## src/rtl/zed64_vid_pkg.sv

```systemverilog
// Purpose: shared constants for the video mode controller: modeline packing, register map, FSM states.
// Latency: n/a (declarations only).
// Backpressure: n/a.
package zed64_vid_pkg;

    // Modeline field width and total packed width
    localparam int MLW         = 12;
    localparam int ML_PACKED_W = 98;

    // LSB positions of each field in {hdisp,hstart,hend,htotal,hsi,vdisp,vstart,vend,vtotal,vsi}
    localparam int ML_HDISP_LSB  = 86;
    localparam int ML_HSTART_LSB = 74;
    localparam int ML_HEND_LSB   = 62;
    localparam int ML_HTOTAL_LSB = 50;
    localparam int ML_HSI_BIT    = 49;
    localparam int ML_VDISP_LSB  = 37;
    localparam int ML_VSTART_LSB = 25;
    localparam int ML_VEND_LSB   = 13;
    localparam int ML_VTOTAL_LSB = 1;
    localparam int ML_VSI_BIT    = 0;

    // Register offsets within the 16-byte window
    localparam logic [3:0] REG_MODE   = 4'h0;
    localparam logic [3:0] REG_STATUS = 4'h1;

    // Mode-change sequencer states
    typedef enum logic [2:0] {
        IDLE    = 3'd0,
        HOLD    = 3'd1,
        SETTLE0 = 3'd2,
        SETTLE1 = 3'd3,
        LOAD    = 3'd4,
        REL     = 3'd5
    } vm_state_t;

endpackage

```

## src/rtl/vidmode_ctrl_debounce.sv

```systemverilog
// Purpose: synchronise and debounce a raw pushbutton, emit a 1-cycle pulse on each accepted press.
// Latency: 2 sync cycles + DEBOUNCE_CYCLES stable cycles + 1 cycle to the pulse.
// Backpressure: none; the pulse is fire-and-forget.
// Ports: cpu_clk/act_reset (async, active-high), but_in (raw async button), btn_req (press pulse).
module button_debounce #(
    parameter int DEBOUNCE_CYCLES = 1000000
) (
    input  logic cpu_clk,
    input  logic act_reset,
    input  logic but_in,
    output logic btn_req
);

    localparam int CW = (DEBOUNCE_CYCLES > 1) ? $clog2(DEBOUNCE_CYCLES) : 1;

    logic [1:0]    sync_ff;
    logic          stable;
    logic          stable_d;
    logic [CW-1:0] cnt;

    always_ff @(posedge cpu_clk or posedge act_reset) begin
        if (act_reset) begin
            sync_ff  <= 2'b00;
            stable   <= 1'b0;
            stable_d <= 1'b0;
            cnt      <= '0;
        end else begin
            sync_ff  <= {sync_ff[0], but_in};
            stable_d <= stable;
            // Counter measures how long the synchronised input has disagreed with
            // the accepted level; any return to the accepted level restarts it.
            if (sync_ff[1] == stable) begin
                cnt <= '0;
            end else if (cnt == CW'(DEBOUNCE_CYCLES - 1)) begin
                stable <= sync_ff[1];
                cnt    <= '0;
            end else begin
                cnt <= cnt + CW'(1);
            end
        end
    end

    // Both terms are registers, so the pulse is glitch-free.
    assign btn_req = stable & ~stable_d;

endmodule

```

## src/rtl/vidmode_ctrl.sv

```systemverilog
// Purpose: CPU-domain video mode controller: button + MODE/STATUS registers drive a glitch-free mode-change sequence.
// Latency: request at edge t -> mode_idx/vid_hold at t, ml_out at t+HOLD_CYCLES+3, vid_hold low at t+HOLD_CYCLES+4.
// Backpressure: requests during a sequence are held one deep (last wins) and serviced from IDLE.
// Ports: cpu_clk/act_reset, but_center, cpu_addr/cpu_dataw/cpu_wr -> reg_hit/reg_rdata,
//        mode_idx -> ROMs, ml_in from ROMs, ml_out/vid_hold -> vidcon, busy.
module vidmode_ctrl
    import zed64_vid_pkg::*;
#(
    parameter int          DEBOUNCE_CYCLES = 1000000,
    parameter int          HOLD_CYCLES     = 64,
    parameter logic [15:0] REG_BASE        = 16'h6F00
) (
    input  logic                   cpu_clk,
    input  logic                   act_reset,
    input  logic                   but_center,
    input  logic [15:0]            cpu_addr,
    input  logic [7:0]             cpu_dataw,
    input  logic                   cpu_wr,
    output logic                   reg_hit,
    output logic [7:0]             reg_rdata,
    output logic [1:0]             mode_idx,
    input  logic [ML_PACKED_W-1:0] ml_in,
    output logic [ML_PACKED_W-1:0] ml_out,
    output logic                   vid_hold,
    output logic                   busy
);

    localparam int HCW = (HOLD_CYCLES > 1) ? $clog2(HOLD_CYCLES) : 1;

    vm_state_t      state;
    logic [HCW-1:0] cnt;
    logic           pending;
    logic [1:0]     tgt;

    logic           btn_req;
    logic [3:0]     reg_off;
    logic           mode_wr;
    logic           req;
    logic [1:0]     req_tgt;
    logic           unused_dataw;

    button_debounce #(
        .DEBOUNCE_CYCLES(DEBOUNCE_CYCLES)
    ) u_debounce (
        .cpu_clk  (cpu_clk),
        .act_reset(act_reset),
        .but_in   (but_center),
        .btn_req  (btn_req)
    );

    assign reg_off      = cpu_addr[3:0];
    assign reg_hit      = (cpu_addr[15:4] == REG_BASE[15:4]);
    assign mode_wr      = cpu_wr & reg_hit & (reg_off == REG_MODE);
    assign unused_dataw = ^cpu_dataw[7:2];

    // A CPU write to MODE overrides a button press landing in the same cycle.
    assign req     = mode_wr | btn_req;
    assign req_tgt = mode_wr ? cpu_dataw[1:0] : (mode_idx + 2'd1);

    assign busy = (state != IDLE);

    always_comb begin
        reg_rdata = 8'h00;
        if (reg_hit) begin
            case (reg_off)
                REG_MODE:   reg_rdata = {6'b0, mode_idx};
                REG_STATUS: reg_rdata = {4'b0, mode_idx, pending, busy};
                default:    reg_rdata = 8'h00;
            endcase
        end
    end

    // Reset lands in HOLD with vid_hold high so mode 0 is loaded automatically
    // after release, exactly as for any other mode change.
    always_ff @(posedge cpu_clk or posedge act_reset) begin
        if (act_reset) begin
            state    <= HOLD;
            cnt      <= '0;
            mode_idx <= 2'd0;
            ml_out   <= '0;
            vid_hold <= 1'b1;
            pending  <= 1'b0;
            tgt      <= 2'd0;
        end else begin
            if (state != IDLE && req) begin
                pending <= 1'b1;
                tgt     <= req_tgt;
            end

            case (state)
                IDLE: begin
                    // A fresh request supersedes a stored one (last request wins).
                    if (req || pending) begin
                        mode_idx <= req ? req_tgt : tgt;
                        vid_hold <= 1'b1;
                        cnt      <= '0;
                        pending  <= 1'b0;
                        state    <= HOLD;
                    end
                end
                HOLD: begin
                    if (cnt == HCW'(HOLD_CYCLES - 1)) begin
                        state <= SETTLE0;
                    end else begin
                        cnt <= cnt + HCW'(1);
                    end
                end
                // Two cycles for the ROM output to follow the new mode_idx.
                SETTLE0: state <= SETTLE1;
                SETTLE1: state <= LOAD;
                LOAD: begin
                    ml_out <= ml_in;
                    state  <= REL;
                end
                REL: begin
                    vid_hold <= 1'b0;
                    state    <= IDLE;
                end
                default: state <= IDLE;
            endcase
        end
    end

endmodule

```

## config.mk

```make
export PLATFORM = sky130hd
export DESIGN_NAME = vidmode_ctrl
export DESIGN_NICKNAME = d
export VERILOG_FILES = /design/src/rtl/zed64_vid_pkg.sv /design/src/rtl/vidmode_ctrl_debounce.sv /design/src/rtl/vidmode_ctrl.sv
export SDC_FILE = /design/constraint.sdc
export NUM_CORES = 1
export LEC_CHECK = 0
export ABC_AREA = 1
export CAP_MARGIN = 15
export CORE_AREA = 2 2 133 135
export CTS_BUF_LIST = sky130_fd_sc_hd__clkbuf_2
export DETAILED_ROUTE_END_ITERATION = 10
export DIE_AREA = 0 0 135 137
export PLACE_DENSITY = 0.66
export SETUP_SLACK_MARGIN = 0.5
export SLEW_MARGIN = 20
export SYNTH_ARGS = -nofsm -noshare
export SYNTH_HDL_FRONTEND = slang
export SYNTH_SLANG_ARGS = --single-unit
```

## constraint.sdc

```tcl
create_clock -name cpu_clk -period 9.5 [get_ports cpu_clk]
set_input_delay 1.9 -clock cpu_clk [delete_from_list [all_inputs] [get_ports cpu_clk]]
set_output_delay 1.9 -clock cpu_clk [all_outputs]
set_load 0.02 [all_outputs]
```

==> impl_metrics.json <==
{
  "combPwrFrac_pct": 15.3,
  "clk_pin_slew_ps": 170,
  "tightestPinTransition_ps": 1000,
  "final_antenna_net_count": 0,
  "power.leakage_nw": 3.70,
  "end_kind": "output port",
  "hpwlAfterDp_mm": 10.7,
  "report.final.slew_viol_count": 0,
  "cts_root_buf": "clkbuf_2",
  "tns_ps": 0,
  "final_util_pct": 50.0,
  "grt.total_usage_pct": 15.8,
  "place_area_sq_mm": 0.00834,
  "crit_arrival_ps": 3740,
  "portBuffers": 226,
  "yosys.area.top_type_share_pct": 57.5,
  "vdd_ir_drop_max_v": 0.0000867,
  "relSlewSlack_pct": 33.4,
  "cts_made_buffers": 17,
  "fin_nets": 856,
  "cts_tree": "built",
  "grt_max_degree": 86,
  "synth.largest_area_cell": "dfrtp_1",
  "grt_pass1_vias": 4646,
  "p_sw_mw": 0.279,
  "vias": 4459,
  "synth-seq-cells": 137,
  "crit_type": "in2out",
  "cts.hold.buffers_added": 0,
  "fin_cells": 966,
  "cpMostUsedCell": "nand2_1",
  "whs_ps": 364,
  "drt_iter0_drc": 180,
  "hold_class": "reg2reg",
  "die_y_um": 137,
  "path_delay_family": "buffers and inverters",
  "finalHoldViolCount": 0,
  "clock_skew_ps": 25.7,
  "synthArstFlopShare_pct": 100,
  "drc": 0,
  "post_cts_buffers": 0,
  "overflow": 0,
  "path_cells": "clkdlybuf4s50_1 -> nand2_1 -> inv_1 -> nand2_1 -> nor2_2 -> nand2_1 -> inv_1 -> nand2_1 -> o32ai_1 -> clkdlybuf4s50_1",
  "gp_congestion": 0.809,
  "synth_edf_count": 0,
  "cts.sinks": 137,
  "cts_max_level": 4,
  "ys_seq_area_share_pct": 58.4,
  "synth_most_common_cell": "dfrtp_1",
  "synthDistinctLibCells": 35,
  "powerDensity_mw_per_mm2": 126,
  "rsz0062_at_grt": "false",
  "fin_area_sq_mm": 0.00853,
  "routedWlPerCell_um": 15.0,
  "path_max_fanout": 4,
  "p_clk_share_pct": 27.2,
  "syn_avg_cell_area_sq_um": 11.9,
  "dp.cells": 934,
  "cts_resized": 0,
  "yosys-top-cells-area": "dfrtp_1 57%, mux2_2 17%, nand2_1 3.9%",
  "drive_gt1_share_pct": 20.9,
  "cp_num_buf_inv": 4,
  "drtPass1Iterations": 5,
  "die_w_um": 135,
  "yosys_warnings": 0,
  "finalSetupViolations": 0,
  "min_period_over_period_pct": 59.3,
  "seq_power_share_pct": 57.5,
  "wl_mm": 14.5,
  "netlist_top_cells_count": "135 x dfrtp_1, 89 x mux2_2, 61 x nand2_1, 42 x inv_1, 42 x nor2_1",
  "postSynthCellCount": 494,
  "drv_cap": 0,
  "synthFlopType": "dfrtp_1",
  "cts_buffer_depth": 2,
  "fp-row-count": 48,
  "grt_antenna_before_repair": 1,
  "internal_power_mw": 0.796,
  "cp.required_ps": 7600,
  "cp-start-kind": "input pin",
  "slowest_delay_ps": 640,
  "start_util_pct": 34.5,
  "fmax_ghz": 0.177,
  "area_delta_synth_final_pct": 45.1,
  "viasPerCell": 4.62,
  "grt_pass1_wl_mm": 22.8,
  "netSwitchingFraction_pct": 26.0,
  "clock_latency_ps": 680,
  "core-area_sq_mm": 0.0171,
  "fin_crit_ps": 5640,
  "slowest_stage": "clkdlybuf4s50_1",
  "dieArea_sq_mm": 0.0185,
  "io_pins": 237,
  "status": "completed",
  "synth_area_sq_mm": 0.00588
}
-- placed cells by master, fill, tap and decap left out, types with 5 or more instances in the layout --
master           Yosys  layout
mux2_2              89      89
nand3_1             21      21
nand2_1             61      61
inv_1               42      41
clkdlybuf4s50_1      0     226
a21oi_1             11      11
o21ai_0              6       6
nand3_2              5       5
dfrtp_1            135     135
mux2_4               9       9
nor2_1              42      42
nor3_1              14      14
clkbuf_2             0      21
-- per-layer routing --
metal / track usage, % / vias up / part of all wire (%)
li1: - / 2102 / -
met1: 17.4 / 2173 / 38
met2: 26.6 / 167 / 51
met3: 7.74 / 17 / 10
met4: 5.50 / 0 / 1.4
met5: 0 / - / 0
-- final cells by class --
| class | instances | area [sq um] |
|---|---|---|
| clock buffers | 21 | 105 |
| repair buffers | 228 | 2280 |
| fillers | 1549 | 8530 |
| flip-flops and latches | 137 | 3430 |
| multi-input cells | 301 | 2190 |
| clock inverters | 10 | 80.1 |
| inverters | 43 | 166 |
| well taps | 225 | 282 |
| diodes | 1 | 2.50 |
-- power by group through the flow --
stage          sequential [mW]  clock (mW)  combinational [mW]
2_1_floorplan            0.655           0              0.0363
3_3_place_gp             0.628           0               0.164
3_5_place_dp             0.629           0               0.166
4_1_cts                  0.619       0.312               0.167
5_1_grt                  0.622       0.332               0.176
6_report                 0.619       0.292               0.164
-- flip-flops by register name (all words and copies together), names as in the netlist --
register and count:
u_debounce.sync_ff 2, u_debounce.stable 1, cnt 6, ml_out 98, vid_hold 1, mode_idx 2, pending 1, u_debounce.stable_d 1
tgt 2, u_debounce.cnt 20, state 3
-- kinds of logic (layout without fill, tap and decap cells) --
| family | count (synthesis) | after routing | synth area share [%] |
|---|---|---|---|
| AOI/OAI and AO/OA | 24 | 24 | 2.45 |
| xor gates and xnor gates | 8 | 8 | 1.19 |
| adders and majority gates | 2 | 2 | 0.426 |
| buffers and inverters | 59 | 302 | 4.70 |
| DFF | 137 | 137 | 58.4 |
| muxes | 98 | 98 | 19.3 |
| other | 1 | 5 | 0.0638 |
| and+or+nand+nor | 165 | 165 | 13.5 |
-- final timing paths --
check	startpoint	endpoint	slack, ps	cells after the start
min	u_debounce.sync_ff[0]	u_debounce.sync_ff[1]	360	0
max	cpu_addr[11]	reg_rdata[1]	3860	10
max in group asynchronous	act_reset	ml_out[49]	6560	3
min reg2reg	u_debounce.sync_ff[0]	u_debounce.sync_ff[1]	360	0
max reg2reg	state[0]	ml_out[19]	7120	4
min in group asynchronous	act_reset	ml_out[77]	1700	2
-- worst reg2reg max path, stage by stage (launching register included) --
cell and delay [ps]:
dfstp_2 600, nor2_2 60, nand2_4 290, buf_4 790
mux2_2 520
-- stage by stage --
| step | setup WS, ps | power [mW] |
|---|---|---|
| global placement | 3910 | 0.792 |
| global route | 3720 | 1.13 |
| CTS | 3850 | 1.10 |
| finish | 3860 | 1.08 |
| floorplan | 3940 | 0.691 |
| detailed placement | 3870 | 0.796 |
Note: power is estimated with default switching activity, not from simulation.
